### config.mk
export PLATFORM = sky130hd
export DESIGN_NAME = quad_decoder
export DESIGN_NICKNAME = d
export VERILOG_FILES = /design/src/rtl/quad_decoder.sv
export SDC_FILE = /design/constraint.sdc
export NUM_CORES = 1
export LEC_CHECK = 0
export CAP_MARGIN = 10
export CORE_ASPECT_RATIO = 0.5
export CORE_MARGIN = 8
export CORE_UTILIZATION = 25
export CTS_BUF_LIST = sky130_fd_sc_hd__clkbuf_4 sky130_fd_sc_hd__clkbuf_8 sky130_fd_sc_hd__clkbuf_16
export CTS_CLUSTER_SIZE = 12
export DETAILED_ROUTE_END_ITERATION = 10
export GPL_TIMING_DRIVEN = 0
export MAX_ROUTING_LAYER = met4
export PLACE_DENSITY_LB_ADDON = 0.3
export SYNTH_ARGS = -nofsm -noshare
export SYNTH_HDL_FRONTEND = slang
export SYNTH_SLANG_ARGS = --single-unit
### constraint.sdc
create_clock -name clk -period 2.94 [get_ports clk]
set_clock_uncertainty 0.05 [all_clocks]
set_input_delay 0.441 -clock clk [delete_from_list [all_inputs] [get_ports clk]]
set_output_delay 0.441 -clock clk [all_outputs]
set_load 0.03 [all_outputs]
### src/rtl/quad_decoder.sv
// Quadrature encoder decoder: synchronizes A/B, tracks the Gray phase and
// keeps a saturating position count. Define QUAD_X4_EN for x4 resolution (x1 otherwise).
module quad_decoder #(
   parameter int COUNTER_WIDTH = 5
) (
   input  logic                     clk,
   input  logic                     rst,
   input  logic                     en,
   input  logic                     quad_a,
   input  logic                     quad_b,
   output logic [COUNTER_WIDTH-1:0] count,
   output logic                     step,
   output logic                     up_down_n,
   output logic                     ovflw,
   output logic                     err
);

   typedef enum logic [3:0] {
      IDLE  = 4'b0001,
      TRACK = 4'b0010,
      OVFLW = 4'b0100,
      ERR   = 4'b1000
   } state_t;

   localparam logic [COUNTER_WIDTH-1:0] CNT_ONE = {{(COUNTER_WIDTH-1){1'b0}}, 1'b1};
   localparam logic [COUNTER_WIDTH-1:0] CNT_MAX = {COUNTER_WIDTH{1'b1}};
   localparam logic [COUNTER_WIDTH-1:0] CNT_MIN = {COUNTER_WIDTH{1'b0}};

   // Position of a {A,B} pair along the up sequence 00->10->11->01.
   function automatic logic [1:0] gray_idx(input logic [1:0] ab);
      case (ab)
         2'b00:   gray_idx = 2'd0;
         2'b10:   gray_idx = 2'd1;
         2'b11:   gray_idx = 2'd2;
         default: gray_idx = 2'd3;
      endcase
   endfunction

   // A step that would leave the counter range saturates instead of wrapping.
   function automatic logic limit_hit(input logic [COUNTER_WIDTH-1:0] cnt, input logic up);
      limit_hit = up ? (cnt == CNT_MAX) : (cnt == CNT_MIN);
   endfunction

   logic       a_meta_p0, b_meta_p0;
   logic       a_sync_p1, b_sync_p1;
   logic [1:0] prev_ab_p2;
   logic [1:0] cur_ab;
   logic       moved, illegal, dir_up, counted;

   state_t                   state_q, state_d;
   logic [COUNTER_WIDTH-1:0] count_d;
   logic                     step_d, dir_d;

   // Stage p0/p1: two-flop synchronizers; p2: previous synchronized pair
   always_ff @(posedge clk) begin
      if (rst) begin
         a_meta_p0  <= 1'b0;
         b_meta_p0  <= 1'b0;
         a_sync_p1  <= 1'b0;
         b_sync_p1  <= 1'b0;
         prev_ab_p2 <= 2'b00;
      end else begin
         a_meta_p0  <= quad_a;
         b_meta_p0  <= quad_b;
         a_sync_p1  <= a_meta_p0;
         b_sync_p1  <= b_meta_p0;
         prev_ab_p2 <= cur_ab;
      end
   end

   assign cur_ab  = {a_sync_p1, b_sync_p1};
   assign moved   = (cur_ab != prev_ab_p2);
   assign illegal = (cur_ab == ~prev_ab_p2);
   assign dir_up  = (gray_idx(cur_ab) == gray_idx(prev_ab_p2) + 2'd1);

`ifdef QUAD_X4_EN
   assign counted = moved && !illegal;
`else
   // Only the phase edge between 01 and 00 counts; the rest is tracked silently.
   assign counted = ((prev_ab_p2 == 2'b01) && (cur_ab == 2'b00)) ||
                    ((prev_ab_p2 == 2'b00) && (cur_ab == 2'b01));
`endif

   always_comb begin
      state_d = state_q;
      count_d = count;
      step_d  = 1'b0;
      dir_d   = up_down_n;
      case (state_q)
         IDLE: begin
            if (en) state_d = TRACK;
         end
         TRACK: begin
            if (!en) begin
               state_d = IDLE;
            end else if (illegal) begin
               state_d = ERR;
            end else if (counted) begin
               if (limit_hit(count, dir_up)) begin
                  state_d = OVFLW;
               end else begin
                  count_d = dir_up ? (count + CNT_ONE) : (count - CNT_ONE);
                  step_d  = 1'b1;
                  dir_d   = dir_up;
               end
            end
         end
         OVFLW:   state_d = OVFLW;
         ERR:     state_d = ERR;
         default: state_d = IDLE;
      endcase
   end

   // Stage p2 -> outputs: state and registered count/step/direction
   always_ff @(posedge clk) begin
      if (rst) begin
         state_q   <= IDLE;
         count     <= CNT_MIN;
         step      <= 1'b0;
         up_down_n <= 1'b1;
      end else begin
         state_q   <= state_d;
         count     <= count_d;
         step      <= step_d;
         up_down_n <= dir_d;
      end
   end

   assign ovflw = (state_q == OVFLW);
   assign err   = (state_q == ERR);

endmodule
### Word level (Yosys, flattened, before mapping)

Cells that the tools add are included.

| word-level totals | value |
|---|---|
| register bits | 17 |
| logic and storage cells | 54 |

| cells by class | value |
|---|---|
| eq/ne operators | 16 |
| bitwise logic cells | 6 |
| add/sub/neg operators | 3 |
| mux-type cells | 11 |
| reductions and logical operators | 9 |

Operators by type and width:

| kind | number |
|---|---|
| $mux 4 | 5 |
| $pmux 4 s4 | 1 |
| $pmux 2 s3 | 2 |
| $eq 2x2->1 const B | 4 |
| $ne 4x4->1 const B | 2 |
| $add 5x1->5 const B | 1 |
| $eq 5x5->1 const B | 1 |
| $logic_not 5->1 | 1 |
| $mux 5 | 1 |
| $not 1->1 | 5 |
| $reduce_and 5->1 | 1 |
| $reduce_or 5->1 | 1 |
| $sub 5x1->5 const B | 1 |
| $eq 2x1->1 const B | 2 |
| $eq 2x2->1 | 2 |
| $eq 4x1->1 const B | 1 |
| $eq 4x2->1 const B | 1 |
| $eq 4x3->1 const B | 1 |
| $eq 4x4->1 const B | 1 |
| $logic_not 2->1 | 2 |
| $reduce_and 3->1 | 1 |
| $add 2x1->2 const B | 1 |
| $logic_and 1x1->1 | 2 |
| $mux 1 | 2 |
| 3 further kinds | 3 |

### Longest topological paths before layout

| logic depth | value |
|---|---|
| word-level depth | 10 |
| mapped depth | 12 |
| gate-level depth less buffers | 12 |

### Worst setup path before layout

Ideal clock, no wire load.

| timing | value |
|---|---|
| kind | register -> register |
| from | register a_sync_p1 |
| to | register count[4] |
| slack | 260 ps |
| stages on the path, launching flop included | 12 |
| data arrival time | 2,560 ps |
| cells stage by stage | dfxtp_1 > inv_1 > ha_1 > xor2_1 > nand2_1 > fa_1 > a21o_1 > a21oi_1 > and2b_2 > mux2i_1 > or3_1 > a21oi_1 |

| between the ends | value |
|---|---|
| longest elaborated chain between the ends | 6 |

Ends and longest elaborated chain:

| element | RTL line | source |
|---|---|---|
| from (decl) | 45 | `logic a_sync_p1, b_sync_p1;` |
| from (signal assigned) | 65 | `a_sync_p1 <= a_meta_p0;` |
| $eq 2x2->1 / $logic_not 2->1 (equally long branches) | 31, 80 |  |
| $pmux 2 s3 | 31 | `case (ab)` |
| $eq 2x2->1 | 74 | `assign dir_up = (gray_idx(cur_ab) == gray_idx(prev_ab_p2) + 2'd1);` |
| $mux 1 | 41 | `limit_hit = up ? (cnt == CNT_MAX) : (cnt == CNT_MIN);` |
| $not 1->1 (no source line) | n/a |  |
| $reduce_and 5->1 (no source line) | n/a |  |
| to (signal assigned) | 123 | `count <= count_d;` |
| to (decl) | 11 | `output logic [COUNTER_WIDTH-1:0] count,` |

Several ways; a longest one is shown, not always the timed one.
A chain may end at the register's enable or synchronous reset.

### Worst setup path in the final report

Same ends and word-level chain as after synthesis.

==> flow_metrics.py <==
metrics = {
    "logic_synthesis": {
        "synth_area_um2": 949.7,
        "synth_top_family_by_area": "simple AND/OR/NAND/NOR gates",
        "yosys.area_share.simple": 0.2200,
        "synthFlopType": "dfxtp_1",
        "yosys.area_share.adder": 0.1660,
        "yosysWarnings": 0,
        "syn_area_per_cell_um2": 9.131,
        "synth_xor_area_frac": 0.06456,
        "synth_edf_count": 0,
        "synth_cells": 104,
        "ys_async_sr_fraction": 0,
        "synth-compound-area-share": 0.1133,
        "ys_seq_elements": 17,
        "synth.mux.area_fraction": 0.04216,
        "synth_fp_nets": 121,
        "synth.distinct_cells": 32,
        "ys_seq_area_frac": 0.3584,
    },
    "placement": {
        "port_buffers": 13,
        "gp_congestion": 0.7242,
        "dp_cells": 168,
        "hpwl_um": 1372,
    },
    "critical_path": {
        "start_kind": "register",
        "critPathBufInv": 1,
        "crit_arrival_ns": 2.89,
        "worstSetupPathType": "reg -> reg",
        "critPathMaxFanout": 5,
        "crit_chain": "inv_1, ha_1, nor2_2, xnor2_2, nand2_2, fa_1, a21o_1, a21oi_2, and2b_2, mux2i_1, or3_1, a21oi_1",
        "endpoint_kind": "register",
        "slowest_delay_ns": 0.43,
        "cp_slowest_cell": "fa_1",
        "reg2reg_slack_ns": 0.18,
        "critPathTopFamily": "simple AND/OR/NAND/NOR gates",
        "required_ns": 3.07,
    },
    "worst_hold_path": {
        "hp-class": "reg -> reg",
    },
    "grt": {
        "grt.overflow.total": 0,
        "grt_pass1_vias": 704,
        "grt_pass1_wl_um": 3008,
        "grt_usage": 0.06442,
        "grt.busiest_layer": "met2",
        "grt_util_met3": 0.02576,
        "grt_start_max_net_pins": 11,
        "grt_use_met1": 0.06795,
        "antenna_found_initial": 0,
        "grt_use_met2": 0.1076,
    },
    "sta": {
        "hold_viol": 0,
        "max_freq_mhz": 362.7,
        "period_share": 0.9377,
        "finalSetupViolations": 0,
        "max_slew.worst_pin.slew_ns": 0.4908,
        "drv_slew": 0,
        "fin_crit_ns": 2.757,
        "relSlewSlack": 0.6682,
    },
    "clock_tree": {
        "clock_sinks": 17,
        "h-tree-depth": 1,
        "cts_buffers": 3,
        "clockBufferDepth": 2,
        "cts_tree": "built",
        "clkTransAtPathRegs_ns": 0.07,
        "cts_hold_buf": 0,
        "clk_latency_ns": 0.25,
        "cts_root_buffer": "clkbuf_8",
    },
    "floorplanning": {
        "die_h_um": 59.58,
        "start_util": 0.2691,
        "rows": 15,
        "die_width_um": 103.2,
        "die_area_mm2": 0.006146,
        "core-area_mm2": 0.003528,
        "io_pins": 14,
    },
    "detailed_routing": {
        "drtIter0Drc": 50,
        "vias": 738,
        "wl_um": 1886,
        "drc": 0,
        "routedWlPerCell_um": 10.66,
        "dr.pass1.iters": 3,
        "postRouteAntennaNets": 0,
        "vias_per_cell": 4.169,
    },
    "finish": {
        "area_growth_syn_to_layout_pct": 31.88,
        "layout-drive-gt1-share": 0.1429,
        "fin_util": 0.3550,
        "stdcell_count": 177,
        "fill_cells": 391,
        "layout.nets": 144,
        "antennaDiodeCount": 0,
    },
    "power_and_ir_drop": {
        "p_per_area_mw_per_mm2": 385.3,
        "p_leak_nw": 0.5326,
        "irDropWorstVdd_uv": 115.8,
    },
    "run_status": {
        "outcome": "finished clean",
    },
    "flow_run": {
        "maxCapViolCount": 0,
    },
}
-- cell usage after synthesis (2+ instances only) --
| cell | count | area share |
|---|---|---|
| mux2i_1 | 4 | 0.042 |
| nand2_1 | 4 | 0.016 |
| nor3_1 | 2 | 0.011 |
| a21oi_1 | 6 | 0.032 |
| nor2_1 | 17 | 0.067 |
| nand3_1 | 2 | 0.011 |
| nand2b_1 | 2 | 0.013 |
| a21o_1 | 2 | 0.016 |
| nor2b_1 | 5 | 0.033 |
| inv_1 | 5 | 0.020 |
| xnor2_1 | 4 | 0.037 |
| ha_1 | 11 | 0.14 |
| o21ai_0 | 3 | 0.016 |
| xor2_1 | 3 | 0.028 |
| dfxtp_1 | 17 | 0.36 |
-- per-stage QoR --
stage / total power [mW] / cell area, um^2 / hold slack, ns / worst slack (ns) / setup TNS, ns
floorplan: 0.2812 / 949.7 / 0.3638 / 0.2597 / 0
global placement: 0.2951 / 1144 / 0.3690 / -0.01479 / -0.01479
detailed placement: 0.2960 / 1144 / 0.3797 / -0.01613 / -0.01613
CTS: 0.4725 / 1192 / 0.3917 / 0.01808 / 0
global route: 0.5109 / 1252 / 0.4170 / -0.005486 / -0.005486
finish: 0.4826 / 1252 / 0.3896 / 0.1831 / 0
-- logic make-up after synthesis --
logic type,after synthesis
buffers and inverters,7
flip-flops,17
adder cells (fa/ha/maj),12
AO/OA/AOI/OAI,17
XOR/XNOR,7
AND/OR/NAND/NOR,40
multiplexers,4
-- layer usage --
metal / wire (um) / share of wire
met1: 877 / 0.47
met2: 913 / 0.48
met3: 69 / 0.037
met4: 25 / 0.013
met5: 0 / 0
-- layout by cell type (no fill, tap or decap), drive strengths merged, types with 4 or more instances in the layout --
cell	instances
nor2	17
a21oi	6
clkdlybuf4s50	13
nand2	4
inv	5
dfxtp	17
xnor2	4
mux2i	4
ha	11
buf	6
clkbuf	4
nor2b	5
-- worst paths after layout --
| check | start | to | cells past startpoint |
|---|---|---|---|
| hold reg to reg | b_meta_p0 | b_sync_p1 | 1 |
| setup / recovery | a_sync_p1 | count[4] | 12 |
| setup reg to reg | a_sync_p1 | count[4] | 12 |
| hold / removal | b_meta_p0 | b_sync_p1 | 1 |
-- what timing repair did --
item,4_1_cts,5_1_grt
pin swaps,0,2
setup buffers,0,5
gates resized for setup,1,5
setup endpoints to repair,1,1
-- report_power, final --
group / switching, mW / internal (mW)
Combinational: 0.0309 / 0.0359
Clock: 0.0808 / 0.0941
Sequential: 0.00508 / 0.236
-- state kept, by name, summed over array words and instances (netlist names) --
name,cells
count,5
up_down_n,1
prev_ab_p2,2
b_meta_p0,1
a_meta_p0,1
state_q,4
step,1
b_sync_p1,1
a_sync_p1,1
-- area by class of cell --
| cell class | count | area (um^2) | area share |
|---|---|---|---|
| multi-input cells | 80 | 599.3 | 0.4785 |
| flip-flops and latches | 17 | 341.6 | 0.2727 |
| repair buffers | 18 | 167.7 | 0.1339 |
| well taps | 51 | 63.81 | 0.05095 |
| clock buffers | 3 | 41.29 | 0.03297 |
| inverters | 5 | 18.77 | 0.01499 |
| plain buffers | 2 | 15.01 | 0.01199 |
| clock inverters | 1 | 5.005 | 0.003996 |
(Power assumes the default switching activity.)
